$ cat src/rtl/uart_tx_arbiter_pkg.sv
// Shared types and defaults for the UART transmit arbiter.
//   state_e      : arbiter FSM states
//   DEF_*        : default parameter values
//   GRANT_W      : grant index width for the default requester count
//   wrap_inc     : modulo-n increment helper
package synth_pkg;

  typedef enum logic [1:0] {
    IDLE      = 2'd0,
    START     = 2'd1,
    WAIT_ACK  = 2'd2,
    WAIT_DONE = 2'd3
  } state_e;

  localparam int unsigned DEF_NUM_REQ  = 4;
  localparam int unsigned DEF_DATA_W   = 8;
  localparam int unsigned DEF_ACK_WAIT = 4;
  localparam int unsigned GRANT_W      = $clog2(DEF_NUM_REQ);

  // (idx + 1) mod n, used to start the round-robin search after the last grant
  function automatic int unsigned wrap_inc(input int unsigned idx, input int unsigned n);
    return (idx + 32'd1) % n;
  endfunction

endpackage

$ cat src/rtl/uart_tx_arbiter_picker.sv
// Round-robin picker: finds the first set request starting one past ptr.
//   req     : request vector
//   ptr     : index of the last granted requester
//   gnt_oh  : one-hot grant (zero when nothing requested)
//   gnt_idx : index of the granted requester
//   any     : at least one request is set
module rr_picker
  import synth_pkg::*;
#(
  parameter int unsigned NUM_REQ = DEF_NUM_REQ,
  parameter int unsigned IDX_W   = GRANT_W
) (
  input  logic [NUM_REQ-1:0] req,
  input  logic [IDX_W-1:0]   ptr,
  output logic [NUM_REQ-1:0] gnt_oh,
  output logic [IDX_W-1:0]   gnt_idx,
  output logic               any
);

  // Scan NUM_REQ positions beginning after ptr; first hit wins
  always_comb begin
    int unsigned idx;
    gnt_oh  = '0;
    gnt_idx = '0;
    any     = 1'b0;
    idx     = 0;
    for (int unsigned i = 0; i < NUM_REQ; i++) begin
      idx = wrap_inc(32'(ptr) + i, NUM_REQ);
      if (!any && req[idx]) begin
        any         = 1'b1;
        gnt_idx     = IDX_W'(idx);
        gnt_oh[idx] = 1'b1;
      end
    end
  end

endmodule

$ cat src/rtl/uart_tx_arbiter.sv
// Round-robin arbiter sharing one UART transmitter between NUM_REQ producers.
// One byte per grant; drives the transmitter start/ready handshake and
// re-issues start if the transmitter does not go busy within ACK_WAIT cycles.
//   req_valid/req_data/req_ready : producer side, byte taken on valid & ready
//   uart_ready/uart_start/uart_data : transmitter side
//   grant_id : last granted requester, busy : FSM not in IDLE
module uart_tx_arbiter
  import synth_pkg::*;
#(
  parameter  int unsigned NUM_REQ  = DEF_NUM_REQ,
  parameter  int unsigned DATA_W   = DEF_DATA_W,
  parameter  int unsigned ACK_WAIT = DEF_ACK_WAIT,
  localparam int unsigned GW       = (NUM_REQ > 1) ? $clog2(NUM_REQ) : 1
) (
  input  logic                      clk,
  input  logic                      rst_n,
  input  logic [NUM_REQ-1:0]        req_valid,
  input  logic [NUM_REQ*DATA_W-1:0] req_data,
  output logic [NUM_REQ-1:0]        req_ready,
  input  logic                      uart_ready,
  output logic                      uart_start,
  output logic [DATA_W-1:0]         uart_data,
  output logic [GW-1:0]             grant_id,
  output logic                      busy
);

  localparam int unsigned CW = $clog2(ACK_WAIT + 1);

  state_e              state_q, state_d;
  logic [GW-1:0]       ptr_q, ptr_d;
  logic [GW-1:0]       grant_q, grant_d;
  logic [DATA_W-1:0]   data_q, data_d;
  logic                start_q, start_d;
  logic                busy_q, busy_d;
  logic [CW-1:0]       cnt_q, cnt_d;

  logic [NUM_REQ-1:0]  gnt_oh;
  logic [GW-1:0]       gnt_idx;
  logic                gnt_any;
  logic [DATA_W-1:0]   sel_data;

  rr_picker #(
    .NUM_REQ (NUM_REQ),
    .IDX_W   (GW)
  ) u_picker (
    .req     (req_valid),
    .ptr     (ptr_q),
    .gnt_oh  (gnt_oh),
    .gnt_idx (gnt_idx),
    .any     (gnt_any)
  );

  // Byte of the current winner
  always_comb begin
    sel_data = '0;
    for (int unsigned i = 0; i < NUM_REQ; i++) begin
      if (gnt_idx == GW'(i)) sel_data = req_data[i*DATA_W +: DATA_W];
    end
  end

  // Capture strobe only while IDLE with an idle transmitter
  always_comb begin
    req_ready = '0;
    if (state_q == IDLE && uart_ready) req_ready = gnt_oh;
  end

  // Next-state and registered-output logic
  always_comb begin
    state_d = state_q;
    ptr_d   = ptr_q;
    grant_d = grant_q;
    data_d  = data_q;
    cnt_d   = cnt_q;
    start_d = 1'b0;
    busy_d  = 1'b0;

    case (state_q)
      IDLE: begin
        if (uart_ready && gnt_any) begin
          data_d  = sel_data;
          grant_d = gnt_idx;
          ptr_d   = gnt_idx;
          state_d = START;
        end
      end
      START: begin
        cnt_d   = '0;
        state_d = WAIT_ACK;
      end
      WAIT_ACK: begin
        // A high ready here means the start was not accepted yet
        if (!uart_ready) begin
          state_d = WAIT_DONE;
        end else begin
          cnt_d = cnt_q + CW'(1);
          if (cnt_d == CW'(ACK_WAIT)) state_d = START;
        end
      end
      WAIT_DONE: begin
        if (uart_ready) state_d = IDLE;
      end
      default: state_d = IDLE;
    endcase

    start_d = (state_d == START);
    busy_d  = (state_d != IDLE);
  end

  // State register; pointer resets to the last index so requester 0 wins first
  always_ff @(posedge clk or negedge rst_n) begin
    if (!rst_n) begin
      state_q <= IDLE;
      ptr_q   <= GW'(NUM_REQ - 1);
      grant_q <= '0;
      data_q  <= '0;
      cnt_q   <= '0;
      start_q <= 1'b0;
      busy_q  <= 1'b0;
    end else begin
      state_q <= state_d;
      ptr_q   <= ptr_d;
      grant_q <= grant_d;
      data_q  <= data_d;
      cnt_q   <= cnt_d;
      start_q <= start_d;
      busy_q  <= busy_d;
    end
  end

  assign uart_start = start_q;
  assign uart_data  = data_q;
  assign grant_id   = grant_q;
  assign busy       = busy_q;

endmodule

$ cat config.mk
export PLATFORM = sky130hd
export DESIGN_NAME = uart_tx_arbiter
export DESIGN_NICKNAME = d
export VERILOG_FILES = /design/src/rtl/uart_tx_arbiter_pkg.sv /design/src/rtl/uart_tx_arbiter_picker.sv /design/src/rtl/uart_tx_arbiter.sv
export SDC_FILE = /design/constraint.sdc
export NUM_CORES = 1
export LEC_CHECK = 0
export ABC_CLOCK_PERIOD_IN_PS = 5900
export CORE_ASPECT_RATIO = 2
export CORE_MARGIN = 5
export CORE_UTILIZATION = 49
export CTS_CLUSTER_SIZE = 8
export DETAILED_ROUTE_END_ITERATION = 16
export GPL_ROUTABILITY_DRIVEN = 0
export PLACE_DENSITY = 0.93
export SLEW_MARGIN = 20
export SYNTH_ARGS = -nofsm -noshare
export SYNTH_HDL_FRONTEND = slang
export SYNTH_HIERARCHICAL = 1
export SYNTH_SLANG_ARGS = --single-unit
$ cat constraint.sdc
create_clock -name clk -period 5.9 [get_ports clk]
set_input_delay 1.18 -clock clk [delete_from_list [all_inputs] [get_ports clk]]
set_output_delay 1.18 -clock clk [all_outputs]
set_load 0.005 [all_outputs]
== Yosys cells after proc, flatten, opt, wreduce, memory -nomap -nowiden ==
Cells that the tools add are included.
Widths: inputs -> output; s select.

* Add/subtract/negate cells: 7
* Multipliers: 0
* Div/mod/pow operators: 0
* Order comparisons: 8
* Eq/ne operators: 9
* Shifts and indexed selects: 0
* Muxes and demuxes: 40
* Bitwise gates (word level): 3
* Reduce and logical (&&, ||, !) cells: 18

{| class="wikitable"
|+ Operators with widths
! kind !! count
|-
| $mux 8 || 4
|-
| $mux 4 || 5
|-
| $mux 2 || 8
|-
| $lt 2x3->1 const B || 4
|-
| $mux 1 || 12
|-
| $or 4x4->4 || 3
|-
| $logic_and 1x1->1 || 9
|-
| $add 2x1->2 const B || 4
|-
| $bmux 1 s2 || 4
|-
| $demux 1 s2 || 4
|-
| $eq 2x2->1 const B || 4
|-
| $ge 2x1->1 const B || 4
|-
| $pmux 2 s4 || 1
|-
| $eq 2x1->1 const B || 3
|-
| $pmux 3 s2 || 1
|-
| $add 2x2->2 const B || 2
|-
| $logic_not 2->1 || 2
|-
| $reduce_and 2->1 || 2
|-
| $reduce_bool 2->1 || 2
|-
| $add 3x1->3 const B || 1
|-
| $eq 3x3->1 const B || 1
|-
| $logic_not 1->1 || 3
|-
| $mux 3 || 1
|-
| $ne 2x2->1 const B || 1
|}

* Flip-flop bits (word level): 19
* Latch bits: 0
* Memory bits (writable): 0
* Bits in read-only memories: 0
* Input port bits: 39
* Output and inout bits: 16
* Logic and storage cells: 92
* Memories: 0

== Logic depth before layout (Yosys ltp) ==
* Depth after elaboration: 18
* Mapped depth: 13
* Mapped depth without buffers: 10

== Modules after synthesis ==
The synthesis kept the hierarchy.

{| class="wikitable"
|+ Modules (own cells, without submodules)
! module !! times used !! cells each !! area each (µm²) !! seq. area each (µm²)
|-
| uart_tx_arbiter || 1 || 103 || 1,054.8 || 478.0
|-
| rr_picker || 1 || 63 || 515.5 || 0.0
|}

== Least setup slack after synthesis ==
Ideal clock, no wire load.

* Kind: reg2out
* Start point: register ptr_q[0]
* End point: output req_ready[1]
* Data arrival time: 2.447 ns
* Required time: 4.720 ns
* Setup slack: 2.273 ns
* Stages on the path, launching flop included: 9
* Buffers on the path: 1
* Cells stage by stage: dfstp_2 > clkbuf_8 > inv_1 > ha_1 > mux4_2 > nor3b_4 > a222oi_1 > nand2_1 > and2_1

* Cells in the longest elaborated chain, start to end: 14
* Elaborated cells on any way between the ends: 51
* Those cells by class: add/sub: 6; order compare: 8; mux: 24; bitwise: 3; reduce/logical: 10

{| class="wikitable"
|+ RTL lines
! element !! line !! source
|-
| from (decl) || uart_tx_arbiter.sv:30 || <nowiki>logic [GW-1:0] ptr_q, ptr_d;</nowiki>
|-
| from (signal assigned) || uart_tx_arbiter.sv:113 || <nowiki>ptr_q <= GW'(NUM_REQ - 1);</nowiki>
|-
| from (signal assigned) || uart_tx_arbiter.sv:121 || <nowiki>ptr_q <= ptr_d;</nowiki>
|-
| parallel branches: the longest is 12 deep, another holds $lt 2x3->1 || n/a ||
|-
| $mux 4 * || uart_tx_arbiter_picker.sv:29 || <nowiki>if (!any && req[idx]) begin</nowiki>
|-
| via gnt_oh[1] || uart_tx_arbiter.sv:37 || <nowiki>logic [NUM_REQ-1:0] gnt_oh;</nowiki>
|-
| $mux 4 * || uart_tx_arbiter.sv:64 || <nowiki>if (state_q == IDLE && uart_ready) req_ready = gnt_oh;</nowiki>
|-
| to (decl) || uart_tx_arbiter.sv:19 || <nowiki>output logic [NUM_REQ-1:0] req_ready,</nowiki>
|}

Mark *: on every way through the listed nets, which the timed path passes. The select of a mux whose other input is x is not followed.

== Worst setup path after layout ==
* Start point: input req_valid[0]
* End point: output req_ready[0]

* Cells in the longest elaborated chain, start to end: 13
* Elaborated cells on any way between the ends: 25
* Those cells by class: mux: 16; bitwise: 3; reduce/logical: 6

{| class="wikitable"
|+ RTL lines
! element !! line !! source
|-
| from (decl) || uart_tx_arbiter.sv:17 || <nowiki>input logic [NUM_REQ-1:0] req_valid,</nowiki>
|-
| $bmux 1 s2 || uart_tx_arbiter_picker.sv:29 ||
|-
| $mux 1 (implied by the code) || uart_tx_arbiter_picker.sv:29 ||
|-
| $mux 1 || uart_tx_arbiter_picker.sv:29 ||
|-
| $logic_not 1->1 || uart_tx_arbiter_picker.sv:29 ||
|-
| $logic_and 1x1->1 || uart_tx_arbiter_picker.sv:29 ||
|-
| $mux 1 || uart_tx_arbiter_picker.sv:29 ||
|-
| $logic_not 1->1 || uart_tx_arbiter_picker.sv:29 ||
|-
| $logic_and 1x1->1 || uart_tx_arbiter_picker.sv:29 ||
|-
| $mux 1 || uart_tx_arbiter_picker.sv:29 ||
|-
| $logic_not 1->1 || uart_tx_arbiter_picker.sv:29 ||
|-
| $logic_and 1x1->1 || uart_tx_arbiter_picker.sv:29 ||
|-
| $mux 4 * || uart_tx_arbiter_picker.sv:29 ||
|-
| via gnt_oh[0] || uart_tx_arbiter.sv:37 ||
|-
| $mux 4 * || uart_tx_arbiter.sv:64 ||
|}

Mark *: on every way through the listed nets, which the timed path passes. The rest lies on a longest branch. The select of a mux whose other input is x is not followed.

==> impl_metrics.py <==
metrics = {
    "logic_synthesis": {
        "post_synth_instance_area_um2": 1570,
        "synth.ff_latch_count": 19,
        "synth_seq_area_share": 0.304,
        "postSynth.topFlopCell": "sky130_fd_sc_hd__dfrtp_1",
        "syn-instance-count": 166,
        "post_synth.cell_area_avg_um2": 9.46,
        "synth_warnings": 6,
        "synth_largest_area_cell": "sky130_fd_sc_hd__dfrtp_1",
        "synth_top_cells_by_area": "sky130_fd_sc_hd__dfrtp_1, sky130_fd_sc_hd__mux4_2, sky130_fd_sc_hd__nand2_1",
        "total_nets_after_synthesis": 215,
        "synth-edff-count": 0,
        "synth_top_cell_area_share": 0.271,
        "synth_cell_type_count": 44,
        "share_of_synthesized_registers_carrying_an_async_set_or_reset": 1.00,
    },
    "timing": {
        "final-max-slew-violation-count": 0,
        "tightest_slew_ns": 0.814,
        "period_minus_slack_ns": 4.86,
        "grt_setup_unrepaired": "no",
        "report.final.setup_viol": 0,
        "final.setup_skew_ns": 0.000871,
        "final_hold_viol_count": 0,
        "period_share": 0.824,
        "maxClockFrequency_mhz": 206,
        "timing.slew.headroom": 0.456,
        "total_negative_slack_ns": 0,
    },
    "die": {
        "dieArea_um2": 4510,
        "num_io_pins": 55,
        "die_x_um": 50.0,
        "coreArea_um2": 3120,
        "die_h_um": 90.1,
        "effective_utilization_at_floorplan": 0.503,
        "num_rows": 29,
    },
    "critical_path": {
        "worstSetupEndpointType": "output pin",
        "crit_path_start": "req_valid[0]",
        "critical_path.cell_chain": "clkdlybuf4s50_1 -> mux2i_1 -> mux2i_1 -> nor2b_1 -> a22oi_1 -> nand2_1 -> and2_1 -> clkdlybuf4s50_1",
        "slowest_stage": "sky130_fd_sc_hd__clkdlybuf4s50_1",
        "critical_path.top_delay_family": "buffers and inverters",
        "worstPathArrival_ns": 3.68,
        "worst_r2r_startpoint": "ptr_q[0]",
        "crit_buf_inv": 2,
        "critical-path-max-stage-delay_ns": 0.57,
        "critical_path.startpoint_type": "input pin",
        "timing_worst_setup_path_type": "input pin to output pin",
        "critPathRequiredTime_ns": 4.72,
        "reg2reg_depth": 10,
        "rrSetupSlack_ns": 2.22,
        "critical_path_depth": 8,
        "timing.critical_path.fanout_max": 6,
    },
    "drt": {
        "drt.antenna.violating_nets": 0,
        "drc_errors": 0,
        "routedWlPerCell_um": 17.6,
        "initialDrtViolationCount": 65,
        "drt_pass1_iterations": 4,
        "totalWireLength_um": 4370,
        "route.detailed.vias_per_inst": 6.15,
        "vias_after_detailed_routing": 1526,
    },
    "power": {
        "p_comb_frac": 0.652,
        "power_report.internal_total_w": 0.000589,
        "share_clk_of_total_power": 0.088,
        "proportion_of_power_drawn_by_flip_flops_and_latches": 0.261,
        "static-leakage-power_nw": 0.939,
        "switching_share": 0.415,
        "power_switching_w": 0.000417,
        "vdd.ir_drop.worst_mv": 0.408,
        "power.density_nw_per_um2": 465,
        "total_power_draw_w": 0.00101,
    },
    "clock_tree": {
        "tritoncts": "yes",
        "clock_path_buffers": 2,
        "clk-insertion-delay-late_ns": 0.25,
        "numCtsBuffers": 3,
        "quantity_of_hold_fixing_buffers_added_after_cts": 0,
        "cts.clk_slew.worst_paths_ns": 0.07,
        "cts_repair_resize_count": 0,
        "cts.sink_count": 19,
        "cts_root_buffer_type": "sky130_fd_sc_hd__clkbuf_8",
        "postCtsSetupRepairBufs": 0,
        "cts_htree_levels": 1,
    },
    "finish": {
        "layout.cells.most_common_list": "sky130_fd_sc_hd__clkdlybuf4s50_1, sky130_fd_sc_hd__nand2_1, sky130_fd_sc_hd__dfrtp_1",
        "number_of_nets_in_the_finished_design": 267,
        "ff_latch_area_um2": 478,
        "multi_input_combinational_cell_area_um2": 1020,
        "stdcell_count": 248,
        "final_common_cell": "sky130_fd_sc_hd__clkdlybuf4s50_1",
        "num_antenna_cells": 0,
        "syn2layout_area_growth_pct": 37.7,
        "fillers": 244,
        "drive_gt1_frac": 0.106,
    },
    "grt": {
        "grt_first_pass_wirelength_um": 7000,
        "congestion_overflow_gr": 0,
        "grt_pass1_vias": 1535,
        "grt_start_max_net_pins": 20,
        "number_of_antenna_violations_at_the_first_check_in_global_routing": 0,
        "globalRouteTotalUtil": 0.193,
    },
    "place": {
        "placed_cells": 244,
        "port_buffers": 54,
        "hpwlAfterDp_um": 3480,
    },
    "min_path": {
        "timing.hold.worst_path_depth": 2,
        "worst_hold_path_type": "register to register",
        "timing.hold.worst.start": "uart_data[3]",
    },
    "run_status": {
        "outcome": "finished, final reports clean",
    },
    "flow_run": {
        "timing.max_cap.violations": 0,
    },
}
==> cell families after synthesis <==
| family | Yosys count | share of synthesized area |
|---|---|---|
| fa+ha+maj | 10 | 0.0797 |
| xor+xnor | 1 | 0.00558 |
| buf+inv | 15 | 0.0534 |
| flops | 19 | 0.304 |
| mux | 15 | 0.176 |
| compound gates | 34 | 0.163 |
| simple gates | 72 | 0.218 |
==> cell usage after synthesis (all sizes together), types with 3 or more instances <==
master / instances
nand2: 46
dfrtp: 17
ha: 10
mux4: 10
buf: 8
nor2: 8
a21oi: 6
inv: 6
o21ai: 6
a22oi: 5
and2: 4
mux2i: 4
a2bb2oi: 3
==> power groups by stage <==
stage,Sequential [W],Clock (W),Combinational [W]
global route,0.000276,0.0000948,0.000708
detailed placement,0.000263,0,0.000641
CTS,0.000262,0.0000890,0.000645
finish,0.000262,0.0000883,0.000655
floorplan,0.000235,0,0.000483
global placement,0.000259,0,0.000625
==> through the flow <==
step	util	cell area, µm²	worst slack, ns	hold WS (ns)
floorplan	-	1570	2.27	0.470
global placement	0.676	2110	1.24	0.457
detailed placement	0.676	2110	1.16	0.462
CTS	0.690	2150	1.16	0.478
global route	0.693	2160	0.903	0.502
finish	0.693	2160	1.04	0.472
==> tightest hold or removal path, delay by kind of cell (launching register included) <==
family	cells	cell delay, ns
flip-flops	1	0.34
AND/OR/NAND/NOR	2	0.10
==> final timing paths <==
path,to
max reg2reg,uart_data[6]
min reg2reg,uart_data[3]
max,req_ready[0]
min in group asynchronous,uart_data[7]
max in group asynchronous,busy
min,uart_data[3]
==> registers in the layout, summed over array words and instances, names as in the netlist <==
signal and count:
state_q 2, busy 1, grant_id 2, uart_start 1
cnt_q 3, ptr_q 2, uart_data 8
==> cell type report <==
| class | instances | area share |
|---|---|---|
| Multi-Input combinational cell | 132 | 0.473 |
| Timing Repair Buffer | 56 | 0.257 |
| Sequential cell | 19 | 0.221 |
| Clock buffer | 4 | 0.0208 |
| Tap cell | 31 | 0.0179 |
| Inverter | 6 | 0.0104 |
==> layer usage <==
metal / GRT usage / wire length [µm] / vias to the layer above / part of all wire
li1: - / - / 703 / -
met3: 0.0166 / 155 / 12 / 0.036
met1: 0.187 / 1460 / 753 / 0.34
met4: 0.0810 / 146 / 0 / 0.033
met2: 0.381 / 2600 / 58 / 0.60
met5: 0 / 0 / - / 0
No activity file was read; power rests on OpenSTA's default activity.
